<file path="config.mk">
export PLATFORM = sky130hd
export DESIGN_NAME = serial_receiver_cfg
export DESIGN_NICKNAME = d
export VERILOG_FILES = /design/src/rtl/serial_receiver_cfg.sv
export SDC_FILE = /design/constraint.sdc
export NUM_CORES = 1
export LEC_CHECK = 0
export BUFFER_PORTS_ARGS = -buffer_cell sky130_fd_sc_hd__buf_2
export CAP_MARGIN = 20
export CORE_ASPECT_RATIO = 1.2
export CORE_UTILIZATION = 35
export CTS_BUF_LIST = sky130_fd_sc_hd__clkbuf_8 sky130_fd_sc_hd__clkbuf_16
export CTS_CLUSTER_SIZE = 16
export DETAILED_ROUTE_END_ITERATION = 10
export GPL_ROUTABILITY_DRIVEN = 0
export GPL_TIMING_DRIVEN = 0
export PLACE_DENSITY = 0.6
export REMOVE_ABC_BUFFERS = 1
export SLEW_MARGIN = 20
export SYNTH_ARGS = -nofsm -noshare
export SYNTH_HDL_FRONTEND = slang
export SYNTH_SLANG_ARGS = --single-unit
export TNS_END_PERCENT = 30
</file>
<file path="constraint.sdc">
create_clock -name iClock -period 4.6 [get_ports iClock]
set_input_delay 0.92 -clock iClock [delete_from_list [all_inputs] [get_ports iClock]]
set_output_delay 0.92 -clock iClock [all_outputs]
set_load 0.1 [all_outputs]
</file>
<file path="src/rtl/serial_receiver_cfg.sv">
// Configurable asynchronous serial receiver: 5..9 data bits, optional parity, 1 or 2 stop bits,
// start-bit glitch rejection and separate parity / framing / break reporting.
module serial_receiver_cfg #(
  parameter int pClockFrequency = 16000000,
  parameter int pBaudRate       = 115200,
  parameter int pDataBits       = 8,
  parameter int pParity         = 0,
  parameter int pStopBits       = 1
) (
  input  logic                 iClock,
  input  logic                 iReset,
  input  logic                 iRxd,
  output logic [pDataBits-1:0] oData,
  output logic                 oReceived,
  output logic                 oParityError,
  output logic                 oFrameError,
  output logic                 oBreak,
  output logic                 oBusy
);

  localparam int cT      = pClockFrequency / pBaudRate;
  localparam int cTimerW = $clog2(cT + cT / 2);
  localparam logic [cTimerW-1:0] cHalfLoad = cTimerW'(cT / 2 - 1);
  localparam logic [cTimerW-1:0] cBitLoad  = cTimerW'(cT - 1);

  if (cT < 4 || pDataBits < 5 || pDataBits > 9 || pParity < 0 || pParity > 2 ||
      pStopBits < 1 || pStopBits > 2) begin : g_bad_params
    $fatal(1, "serial_receiver_cfg: illegal parameter set");
  end

  typedef enum logic [2:0] {
    stErrorRecovery,
    stIdle,
    stStart,
    stData,
    stParity,
    stStop,
    stResolve
  } state_t;

  state_t                 r_state;
  logic                   r_sync1;
  logic                   r_sync2;
  logic [cTimerW-1:0]     r_timer;
  logic [3:0]             r_bit_cnt;
  logic                   r_stop_cnt;
  logic [pDataBits-1:0]   r_shift;
  logic                   r_parity_ok;
  logic                   r_all_zero;
  logic                   r_stop_fail;

  logic w_rxd_s;
  logic w_tick;
  logic w_par_exp;

  assign w_rxd_s   = r_sync2;
  assign w_tick    = (r_timer == '0);
  // Even parity bit equals the data XOR; odd parity inverts it.
  assign w_par_exp = (^r_shift) ^ (pParity == 1);

  always_ff @(posedge iClock or posedge iReset) begin
    if (iReset) begin
      r_state      <= stErrorRecovery;
      r_sync1      <= 1'b0;
      r_sync2      <= 1'b0;
      r_timer      <= '0;
      r_bit_cnt    <= '0;
      r_stop_cnt   <= 1'b0;
      r_shift      <= '0;
      r_parity_ok  <= 1'b0;
      r_all_zero   <= 1'b0;
      r_stop_fail  <= 1'b0;
      oData        <= '0;
      oReceived    <= 1'b0;
      oParityError <= 1'b0;
      oFrameError  <= 1'b0;
      oBreak       <= 1'b0;
      oBusy        <= 1'b0;
    end else begin
      r_sync1      <= iRxd;
      r_sync2      <= r_sync1;
      oReceived    <= 1'b0;
      oParityError <= 1'b0;
      oFrameError  <= 1'b0;
      oBreak       <= 1'b0;

      case (r_state)
        stErrorRecovery: begin
          oBusy <= 1'b0;
          if (w_rxd_s) r_state <= stIdle;
        end

        stIdle: begin
          if (!w_rxd_s) begin
            r_state <= stStart;
            r_timer <= cHalfLoad;
            oBusy   <= 1'b1;
          end
        end

        stStart: begin
          if (!w_tick) begin
            r_timer <= r_timer - 1'b1;
          end else if (w_rxd_s) begin
            r_state <= stIdle;
            oBusy   <= 1'b0;
          end else begin
            r_state     <= stData;
            r_timer     <= cBitLoad;
            r_bit_cnt   <= '0;
            r_all_zero  <= 1'b1;
            r_parity_ok <= 1'b1;
            r_stop_fail <= 1'b0;
          end
        end

        stData: begin
          if (!w_tick) begin
            r_timer <= r_timer - 1'b1;
          end else begin
            r_shift <= {w_rxd_s, r_shift[pDataBits-1:1]};
            r_timer <= cBitLoad;
            if (w_rxd_s) r_all_zero <= 1'b0;
            if (r_bit_cnt == 4'(pDataBits - 1)) begin
              r_state    <= (pParity != 0) ? stParity : stStop;
              r_stop_cnt <= 1'b0;
            end else begin
              r_bit_cnt <= r_bit_cnt + 1'b1;
            end
          end
        end

        stParity: begin
          if (!w_tick) begin
            r_timer <= r_timer - 1'b1;
          end else begin
            r_parity_ok <= (w_rxd_s == w_par_exp);
            if (w_rxd_s) r_all_zero <= 1'b0;
            r_timer    <= cBitLoad;
            r_stop_cnt <= 1'b0;
            r_state    <= stStop;
          end
        end

        // A low stop sample decides the frame at once; later stop bits are ignored.
        stStop: begin
          if (!w_tick) begin
            r_timer <= r_timer - 1'b1;
          end else if (!w_rxd_s) begin
            r_stop_fail <= 1'b1;
            r_state     <= stResolve;
          end else if (r_stop_cnt == 1'(pStopBits - 1)) begin
            r_state <= stResolve;
          end else begin
            r_stop_cnt <= r_stop_cnt + 1'b1;
            r_timer    <= cBitLoad;
          end
        end

        stResolve: begin
          oBusy <= 1'b0;
          if (r_stop_fail) begin
            if (r_all_zero) begin
              oBreak <= 1'b1;
            end else begin
              oFrameError <= 1'b1;
              oData       <= r_shift;
            end
            r_state <= stErrorRecovery;
          end else begin
            oData <= r_shift;
            if (r_parity_ok) oReceived <= 1'b1;
            else             oParityError <= 1'b1;
            r_state <= stIdle;
          end
        end

        default: begin
          r_state <= stErrorRecovery;
          oBusy   <= 1'b0;
`ifdef Simulation
          $display("serial_receiver_cfg: illegal state %0d", r_state);
          $stop;
`endif
        end
      endcase
    end
  end

endmodule
</file>
==> out/results.txt, run 1 <==
Die area: 6140 um2
Slew HR: 45.4%
Critical path, cell by cell: inv_1 > ha_1 > nor4b_4 > and2_1 > nand3_4 > mux2_1
TritonRoute pass-1 iters: 4
Largest net degree at the start of global routing: 26
Row cnt: 30
Mapped cell area: 2040 um2
Top cell type's share of synthesized area: 50.2%
Share of post-route cells with drive strength above 1: 18.3%
Final Cell Area: 2280 um2
Final WL: 3780 um
Unique cell type count in the Yosys netlist: 44
WL met1: 1770 um
Initial antenna violation count: 0
I/O pins: 16
Filler cell count: 564
Area growth syn-to-layout: 11.6%
Worst-skew pair later-pin latency: 0.29 ns
First-pass GRT wire length: 6740 um
Antenna viol nets, final: 0
Worst slew pin tran: 0.817 ns
TNS Setup: 0 ns
CP Class: reg -> reg
Top sig layer: met4
Setup crit end kind: flip-flop
Area contributors post-synth: dfrtp_1, mux2_1, mux2_2
CTS tree: yes
Flops & latches, synth: 41
Req. time, crit path: 4.77 ns
Area of placed instances: 2170 um2
Slowest-stage cell, CP: and2_1
Syn Inst Count: 193
DP HPWL: 2640 um
Type of the tightest min-delay check: reg -> reg
# DRC: 0
Initial Utilization: 36.3%
Setup Buffers After CTS: 0
Ys flop type: dfrtp_1
Post-synth EDFFs: 0
CP top delay family: simple AND/OR/NAND/NOR gates
WP buf/inv: 1
Area leader, netlist: dfrtp_1
IO Port Bufs: 15
Wirelength per Cell: 13.9 um
Post-synth top cells: dfrtp_1, nand2_1, nor2_1
Fin crit period: 2.33 ns
Clk pin slew, worst setup/hold paths: 0.08 ns
Max stage delay on crit path: 0.51 ns
Pwr Density: 441 nW/um2
Pwr Total: 1010 uW
RSZ-0062 raised after global routing: no
DRT iter0 DRCs: 76
Worst ir drop on vdd: 0.000199 V
CP Launch Type: flip-flop
Num CTS Buffers: 5
Final hold viol count: 0
Final Cycle Share: 50.7%
Worst-path maximum fanout: 12
Most common cell in the synthesized netlist: dfrtp_1
Tot GR Track Use: 14.1%
Post-CTS sizing: 0
Vias in the first global route: 1,399
Via count: 1,473
Core ar.: 5630 um2
WP data arrival: 2.50 ns
Leak pwr: 0.00104 uW
Max Cap Viol: 0
Num Clock Sinks: 41
Grt ovf: 0
Final net count: 214
ANT cells: 0
Slew Viols, Final: 0
Hold Buf Count CTS: 0
Vias/cell: 5.42
Final Setup Violations: 0
Post-synthesis async set-or-reset flop share: 100%
Met2 wire len: 1820 um
Root Buffer: clkbuf_8
CTS H-tree lvls: 2
Worst Skew: 0.00561 ns
Met3 wire len: 121 um
Die span in x: 71.7 um
Syn Area/Cell: 10.6 um2
Fmax: 429 MHz
Register area share after synthesis: 50.2%
Chip Height: 85.7 um
Yosys warning count: 0
Clk buf depth: 2
Status: completed
==> worst register-to-register path: stages, from the launching register on <==
cell and delay (ns):
dfrtp_1 0.41, inv_1 0.11, ha_1 0.16, nor4b_4 0.41
and2_1 0.51, nand3_4 0.23, mux2_1 0.39
==> layout by cell type, fill, tap and decap left out, types with 2 or more instances in the layout <==
master    count
mux2_2        8
nor2b_1       4
clkbuf_8      5
dfrtp_1      41
a22o_1        2
or3_1         2
inv_1         7
nor3_1        5
o21ai_1       8
a21oi_1       5
a21o_1        3
nand2_1      16
a31oi_1       4
nand3b_1      2
nor2_1       15
a211oi_1      5
mux2_1        8
nand3_1       4
o22a_1        2
a41oi_1       2
xnor2_1       6
buf_2        15
ha_1          3
nor3b_1       4
o21ai_0      11
==> final timing paths <==
kind / start / endpoint / slack (ns) / cells after the start
min: r_sync1 / r_sync2 / 0.35 / 0
max: r_timer[0] / r_shift[3] / 2.27 / 6
max in group asynchronous: iReset / r_timer[0] / 3.53 / 3
max reg2reg: r_timer[0] / r_shift[3] / 2.27 / 6
min in group asynchronous: iReset / oData[0] / 0.60 / 2
min reg2reg: r_sync1 / r_sync2 / 0.35 / 0
==> flip-flops by register name (all words and copies together) (netlist names) <==
register / cells
oParityError: 1
r_parity_ok: 1
r_stop_fail: 1
oReceived: 1
r_sync1: 1
r_timer: 8
r_bit_cnt: 4
r_sync2: 1
oData: 8
oBreak: 1
oBusy: 1
r_all_zero: 1
r_shift: 8
r_state: 3
oFrameError: 1
==> report_power, final <==
part           internal (uW)  switching, uW  leakage [uW]
clock network            158            119     0.0000540
logic                    107            113      0.000446
registers                419           91.2      0.000536
total                    683            323       0.00104
==> cell type report <==
class | count | area [um2] | area share, %
clock buffer | 5 | 68.8 | 3.02
clock inverter | 2 | 35.0 | 1.54
inverter | 8 | 30.0 | 1.32
multi-input combinational | 136 | 943 | 41.4
sequential | 41 | 1030 | 45.0
tap | 64 | 80.1 | 3.51
timing repair buffer | 16 | 95.1 | 4.17
==> metal layers <==
| layer | track usage [%] | vias to the layer above |
|---|---|---|
| li1 | - | 721 |
| met1 | 17.5 | 715 |
| met2 | 23.2 | 32 |
| met3 | 3.53 | 5 |
| met4 | 5.88 | 0 |
| met5 | 0 | - |
==> through the flow <==
step	hold slack (ns)	util, %	std cells	setup WS (ns)
global route	0.368	40.5	272	2.12
CTS	0.355	40.5	272	2.28
finish	0.352	40.5	272	2.27
detailed placement	0.337	38.6	265	2.29
global placement	0.334	38.3	264	2.14
floorplan	0.331	-	185	2.66
==> kinds of logic after synthesis <==
group | Yosys count | synth area share (%)
buffers and inverters | 16 | 3.55
AO/OA/AOI/OAI | 49 | 16.1
XOR/XNOR | 7 | 3.00
AND/OR/NAND/NOR | 61 | 16.5
multiplexers | 16 | 8.82
adder cells (fa/ha/maj) | 3 | 1.84
flip-flops | 41 | 50.2
Note: power is estimated with default switching activity, not from simulation.
==> run 2, diff against run 1 <==
--- a/config.mk
+++ b/config.mk
@@ -5,6 +5,7 @@
 export SDC_FILE = /design/constraint.sdc
 export NUM_CORES = 1
 export LEC_CHECK = 0
+export ABC_AREA = 1
 export BUFFER_PORTS_ARGS = -buffer_cell sky130_fd_sc_hd__buf_2
 export CAP_MARGIN = 20
 export CORE_ASPECT_RATIO = 1.2
@@ -14,7 +15,7 @@
 export DETAILED_ROUTE_END_ITERATION = 10
 export GPL_ROUTABILITY_DRIVEN = 0
 export GPL_TIMING_DRIVEN = 0
-export PLACE_DENSITY = 0.6
+export PLACE_DENSITY = 0.62
 export REMOVE_ABC_BUFFERS = 1
 export SLEW_MARGIN = 20
 export SYNTH_ARGS = -nofsm -noshare
==> constraint.sdc (replaced) <==
create_clock -name iClock -period 1.9 [get_ports iClock]
set_input_delay 0.38 -clock iClock [delete_from_list [all_inputs] [get_ports iClock]]
set_output_delay 0.38 -clock iClock [all_outputs]
set_load 0.1 [all_outputs]
==> run 2 against run 1 <==
  * Synthesized cell count up 57%
  * Sequential share of layout area is 4.8 points lower
  * Clock power rose to 2.7 times the previous value
  * Register-to-register slack worse by 2.1 ns
  * Core utilization increased by 1.4 points
  * Non-clock buffer count rose by 2
  * Sequential power rose by 140%
  * Largest cell class is now multi-input gates
==> out/results.txt, run 2 <==
Commonest non-fill, non-tap cell in the layout: nand2_1
Final Setup Violations: 0
Pwr Density: 1370 nW/um2
Most common cell in the synthesized netlist: nand2_1
Vias in the first global route: 1,797
Sequential Power Share: 35.0%
Final core occ: 41.8%
Final WL: 4090 um
Setup crit end kind: flip-flop
Clk pin slew, worst setup/hold paths: 0.09 ns
TNS Setup: 0 ns
Area growth syn-to-layout: 14.2%
Chip Height: 89.5 um
Status: completed
Main combinational cell family by area after synthesis: simple AND/OR/NAND/NOR gates
Xor/xnor share of the synthesized area: 0.785%
Row cnt: 31
Slew HR: 64.1%
I/O pins: 16
Worst-path maximum fanout: 7
Antenna viol nets, final: 0
Die span in x: 74.9 um
Top cell type's share of synthesized area: 46.0%
Worst-skew pair later-pin latency: 0.29 ns
ANT cells: 0
Post-synth EDFFs: 0
DRT iter0 DRCs: 68
Final net count: 329
Post-synthesis async set-or-reset flop share: 100%
Grt ovf: 0
CP Launch Type: flip-flop
Post-synth top cells: nand2_1, dfrtp_1, inv_1
Fin crit period: 1.73 ns
Vias/cell: 4.61
DP HPWL: 3070 um
Fraction of the mapped netlist area in adder cells: 1.68%
Slew Viols, Final: 0
Fmax: 577 MHz
Yosys warning count: 0
Post-synthesis simple-gate area fraction: 34.7%
Root Buffer: clkbuf_8
Mux share of post-synthesis cell area: 0%
Worst slew pin tran: 0.538 ns
Type of the tightest min-delay check: in -> async
Filler cell count: 622
Register area share after synthesis: 46.0%
TritonRoute pass-1 iters: 4
Ys flop type: dfrtp_1
Syn Inst Count: 303
Area leader, netlist: dfrtp_1
Core ar.: 6090 um2
Commonest cells after routing, fill and taps aside: nand2_1, dfrtp_1, inv_1, nor2_1, o21ai_0
Switch share: 43.4%
WP data arrival: 1.94 ns
Wirelength per Cell: 10.1 um
First-pass GRT wire length: 7530 um
Tot GR Track Use: 14.5%
Area contributors post-synth: dfrtp_1, nand2_1, inv_1
Initial Utilization: 36.6%
Top flop regs: oData: 8 flops, r_shift: 8 flops, r_timer: 8 flops
Initial antenna violation count: 0
Mapped cell area: 2230 um2
Clk buf depth: 2
Worst ir drop on vdd: 0.000539 V
Unique cell type count in the Yosys netlist: 23
Flops & latches, synth: 41
Compound-Gate Fraction of Synth Area: 8.75%
Share of post-route cells with drive strength above 1: 11.4%
Req. time, crit path: 2.11 ns
Via count: 1,871
Switching power: 1520 uW
Clk pwr share: 21.1%
Num Clock Sinks: 41
Worst Skew: 0.00820 ns
P_int: 1980 uW
Largest net degree at the start of global routing: 29
CP Class: reg -> reg
Die area: 6700 um2
Max Cap Viol: 0
Num CTS Buffers: 5
Final Cycle Share: 91.2%
IO Port Bufs: 15
RSZ-0062 raised after global routing: no
# DRC: 0
Syn Area/Cell: 7.36 um2
Combinational share of power: 43.9%
CTS tree: yes
CTS H-tree lvls: 2
Leak pwr: 0.00133 uW
Final hold viol count: 0
==> run 2: changes by cell type after synthesis, moves of 5 or more <==
| cell | before | now |
|---|---|---|
| nand2_1 | 16 | 109 |
| inv_1 | 8 | 39 |
| nand3_1 | 4 | 22 |
| nor2_1 | 15 | 31 |
| o21ai_0 | 11 | 26 |
| mux2_1 | 8 | 0 |
| mux2_2 | 8 | 0 |
| o21ai_1 | 8 | 0 |
| a211oi_1 | 5 | 0 |
==> run 2: layer usage <==
metal	global-route usage, %	part of all wire (%)	vias to the layer above
met5	0	0	-
met4	4.12	1.1	0
met3	3.16	2.2	5
met2	26.5	50	15
met1	16.7	46	862
li1	-	-	989
==> run 2: power groups by stage <==
stage               Sequential (uW)  Clock, uW  Combinational (uW)
CTS                            1230        762                1520
global route                   1260        785                1780
detailed placement             1240          0                1500
floorplan                      1380          0                1080
finish                         1220        738                1530
global placement               1240          0                1480
==> run 2: final cells by class <==
cell class	instances	area, um2	area share, %
clock buffers	6	82.6	3.24
clock inverters	2	37.5	1.47
inverters	39	146	5.75
multi-input cells	218	1030	40.4
flip-flops and latches	41	1030	40.3
well taps	82	103	4.03
repair buffers	18	123	4.81
==> run 2: worst max-delay path, stage by stage (launching register included) <==
cell and delay (ns):
dfrtp_1 0.40, inv_1 0.10, ha_1 0.15, nand3_1 0.13, nor2_4 0.20, buf_12 0.15, nand2_4 0.05, nor2_4 0.17
nand2_1 0.07, nand2_1 0.06, nand2_1 0.05, a21oi_1 0.12
==> run 2: worst paths after layout <==
| path | startpoint | to | slack [ns] | cells after the start |
|---|---|---|---|---|
| setup reg to reg | r_timer[0] | r_bit_cnt[3] | 0.17 | 11 |
| min in group iClock | iRxd | r_sync1 | 0.19 | 1 |
| setup / recovery | r_timer[0] | r_bit_cnt[3] | 0.17 | 11 |
| hold / removal | iReset | r_shift[4] | 0.02 | 2 |
| max in group asynchronous | iReset | r_state[2] | 1.42 | 3 |
| hold reg to reg | r_sync1 | r_sync2 | 0.35 | 0 |
==> run 2: cell families after synthesis <==
kind of cell / count (synthesis)
flops: 41
buf+inv: 44
xor+xnor: 2
simple gates: 178
fa+ha+maj: 3
compound gates: 35
==> run 2: stage by stage <==
step	setup slack, ns	power, uW	instance area [um2]	instances	hold slack (ns)
final	0.168	3500	2550	406	0.0245
after CTS	0.0549	3510	2520	404	0.0324
after global routing	0.00548	3830	2550	406	0.0477
after detailed placement	-0.128	2750	2390	396	0.335
after global placement	-0.103	2720	2370	395	0.333
after floorplan	0.192	2460	2200	298	0.331
==> run 2: what timing repair did <==
action / CTS / global route
setup buffers: 0 / 2
cloned: 0 / 0
endpoints found under the hold margin: 0 / 0
pin swaps: 0 / 1
gates resized for setup: 1 / 0
hold buffers: 0 / 0
setup endpoints to repair: 13 / 13
==> run 3, diff against run 2 <==
--- a/config.mk
+++ b/config.mk
@@ -9,13 +9,13 @@
 export BUFFER_PORTS_ARGS = -buffer_cell sky130_fd_sc_hd__buf_2
 export CAP_MARGIN = 20
 export CORE_ASPECT_RATIO = 1.2
-export CORE_UTILIZATION = 35
+export CORE_UTILIZATION = 54
 export CTS_BUF_LIST = sky130_fd_sc_hd__clkbuf_8 sky130_fd_sc_hd__clkbuf_16
 export CTS_CLUSTER_SIZE = 16
 export DETAILED_ROUTE_END_ITERATION = 10
 export GPL_ROUTABILITY_DRIVEN = 0
 export GPL_TIMING_DRIVEN = 0
-export PLACE_DENSITY = 0.62
+export PLACE_DENSITY = 0.84
 export REMOVE_ABC_BUFFERS = 1
 export SLEW_MARGIN = 20
 export SYNTH_ARGS = -nofsm -noshare
==> run 3 against run 2 <==
  * Flip-flop and latch count unchanged
  * Critical path depth down 2
  * Cell count shrank 6.9%
  * Clock power down 7.6%
  * Critical path type unchanged
  * Largest power group unchanged
==> out/results.txt, run 3 (same netlist as run 2, synthesis figures left out) <==
Row cnt: 25
Combinational share of power: 45.1%
Via count: 1,973
CTS H-tree lvls: 2
Critical path, cell by cell: inv_1 > ha_1 > nand3_1 > nor2_4 > buf_4 > nand2_1 > nand3_4 > inv_1 > o21ai_0
IO Port Bufs: 15
Pwr Density: 1400 nW/um2
Initial antenna violation count: 0
Slowest-stage cell, CP: dfrtp_1
Final WL: 4280 um
Max stage delay on crit path: 0.40 ns
Final Setup Violations: 0
Wirelength per Cell: 11.3 um
Most common cell on crit path: inv_1
Final net count: 330
Grt ovf: 0
Antenna viol nets, final: 0
CP Launch Type: flip-flop
Final core occ: 63.3%
Num Clock Sinks: 41
Die span in x: 60.7 um
Clk pin slew, worst setup/hold paths: 0.08 ns
Max Cap Viol: 0
Initial Utilization: 56.6%
Worst ir drop on vdd: 0.000844 V
Final hold viol count: 0
Setup WS post-layout: 0.148 ns
Switching power: 1560 uW
Req. time, crit path: 2.11 ns
Clk buf depth: 2
Worst-path maximum fanout: 8
CP top delay family: simple AND/OR/NAND/NOR gates
WP data arrival: 1.97 ns
CP Class: reg -> reg
P_int: 1930 uW
TritonRoute pass-1 iters: 5
First-pass GRT wire length: 7370 um
Status: completed
# DRC: 0
Root Buffer: clkbuf_8
Fin crit period: 1.75 ns
CTS tree: yes
Worst-skew pair later-pin latency: 0.30 ns
Area growth syn-to-layout: 11.8%
Num CTS Buffers: 5
Largest net degree at the start of global routing: 30
Vias/cell: 5.22
Switch share: 44.7%
DP Worst Slack: -0.120 ns
Setup crit end kind: flip-flop
Slew HR: 64.3%
Filler cell count: 345
Fmax: 571 MHz
Worst Skew: 0.0121 ns
Area of placed instances: 2360 um2
Tot GR Track Use: 22.5%
Worst slew pin tran: 0.535 ns
Slew Viols, Final: 0
Sequential Power Share: 35.3%
Die area: 4390 um2
ANT cells: 0
Core ar.: 3940 um2
Top flop regs: oData: 8 flops, r_shift: 8 flops, r_timer: 8 flops
Share of post-route cells with drive strength above 1: 11.7%
Final Cycle Share: 92.2%
DRT iter0 DRCs: 114
Placed Instances: 368
Clk pwr share: 19.6%
Type of the tightest min-delay check: in -> async
Commonest non-fill, non-tap cell in the layout: nand2_1
DP HPWL: 3100 um
Commonest cells after routing, fill and taps aside: nand2_1, dfrtp_1, inv_1, nor2_1, o21ai_0
Pwr Total: 3480 uW
Leak pwr: 0.00133 uW
RSZ-0062 raised after global routing: no
I/O pins: 16
Post-Layout Cell Count: 378
Vias in the first global route: 1,847
WP buf/inv: 3
Final Cell Area: 2490 um2
Chip Height: 72.4 um
## run 3: worst paths after layout
check / start / slack [ns] / to / cells past startpoint
min in group iClock: iRxd / 0.19 / r_sync1 / 1
worst min-delay path: iReset / 0.006 / r_shift[5] / 2
worst min register to register: r_sync1 / 0.36 / r_sync2 / 0
worst max-delay path: r_timer[0] / 0.15 / r_timer[4] / 9
max in group asynchronous: iReset / 1.44 / r_state[2] / 3
worst max register to register: r_timer[0] / 0.15 / r_timer[4] / 9
## run 3: timing repair
item / CTS / global route
setup buffers: 0 / 3
endpoints found under the setup margin: 13 / 13
gates resized for setup: 1 / 1
pin swaps: 0 / 1
cloned: 0 / 0
hold buffers: 0 / 0
## run 3: final cells by class
type | instances | area [um2] | share of cell area [%]
Clock buffer | 5 | 68.8 | 2.76
Clock inverter | 2 | 35.0 | 1.40
Sequential cell | 41 | 1030 | 41.1
Timing Repair Buffer | 19 | 118 | 4.72
Inverter | 39 | 146 | 5.87
Tap cell | 54 | 67.6 | 2.71
Multi-Input combinational cell | 218 | 1030 | 41.4
## run 3: power by group through the flow
stage | sequential (uW) | clock (uW) | combinational, uW
5_1_grt | 1260 | 726 | 1780
4_1_cts | 1230 | 689 | 1540
6_report | 1230 | 682 | 1570
3_3_place_gp | 1240 | 0 | 1460
2_1_floorplan | 1380 | 0 | 1080
3_5_place_dp | 1240 | 0 | 1520
## run 3: metrics by stage
step / setup TNS (ns) / hold WS [ns]
after floorplan: 0 / 0.331
after CTS: 0 / 0.0209
final: 0 / 0.00564
after global placement: -0.511 / 0.336
after global routing: 0 / 0.0280
after detailed placement: -1.19 / 0.346
## run 3: per-layer routing
metal | track usage [%] | routed length, um
met1 | 23.7 | 1770
met2 | 41.8 | 2260
met3 | 5.88 | 162
met4 | 8.33 | 85
met5 | 0 | 0
## run 3: worst reg2reg max path: stages, from the launching register on
cell     delay [ns]
dfrtp_1        0.40
inv_1          0.12
ha_1           0.17
nand3_1        0.15
nor2_4         0.20
buf_4          0.16
nand2_1        0.08
nand3_4        0.11
inv_1          0.10
o21ai_0        0.20
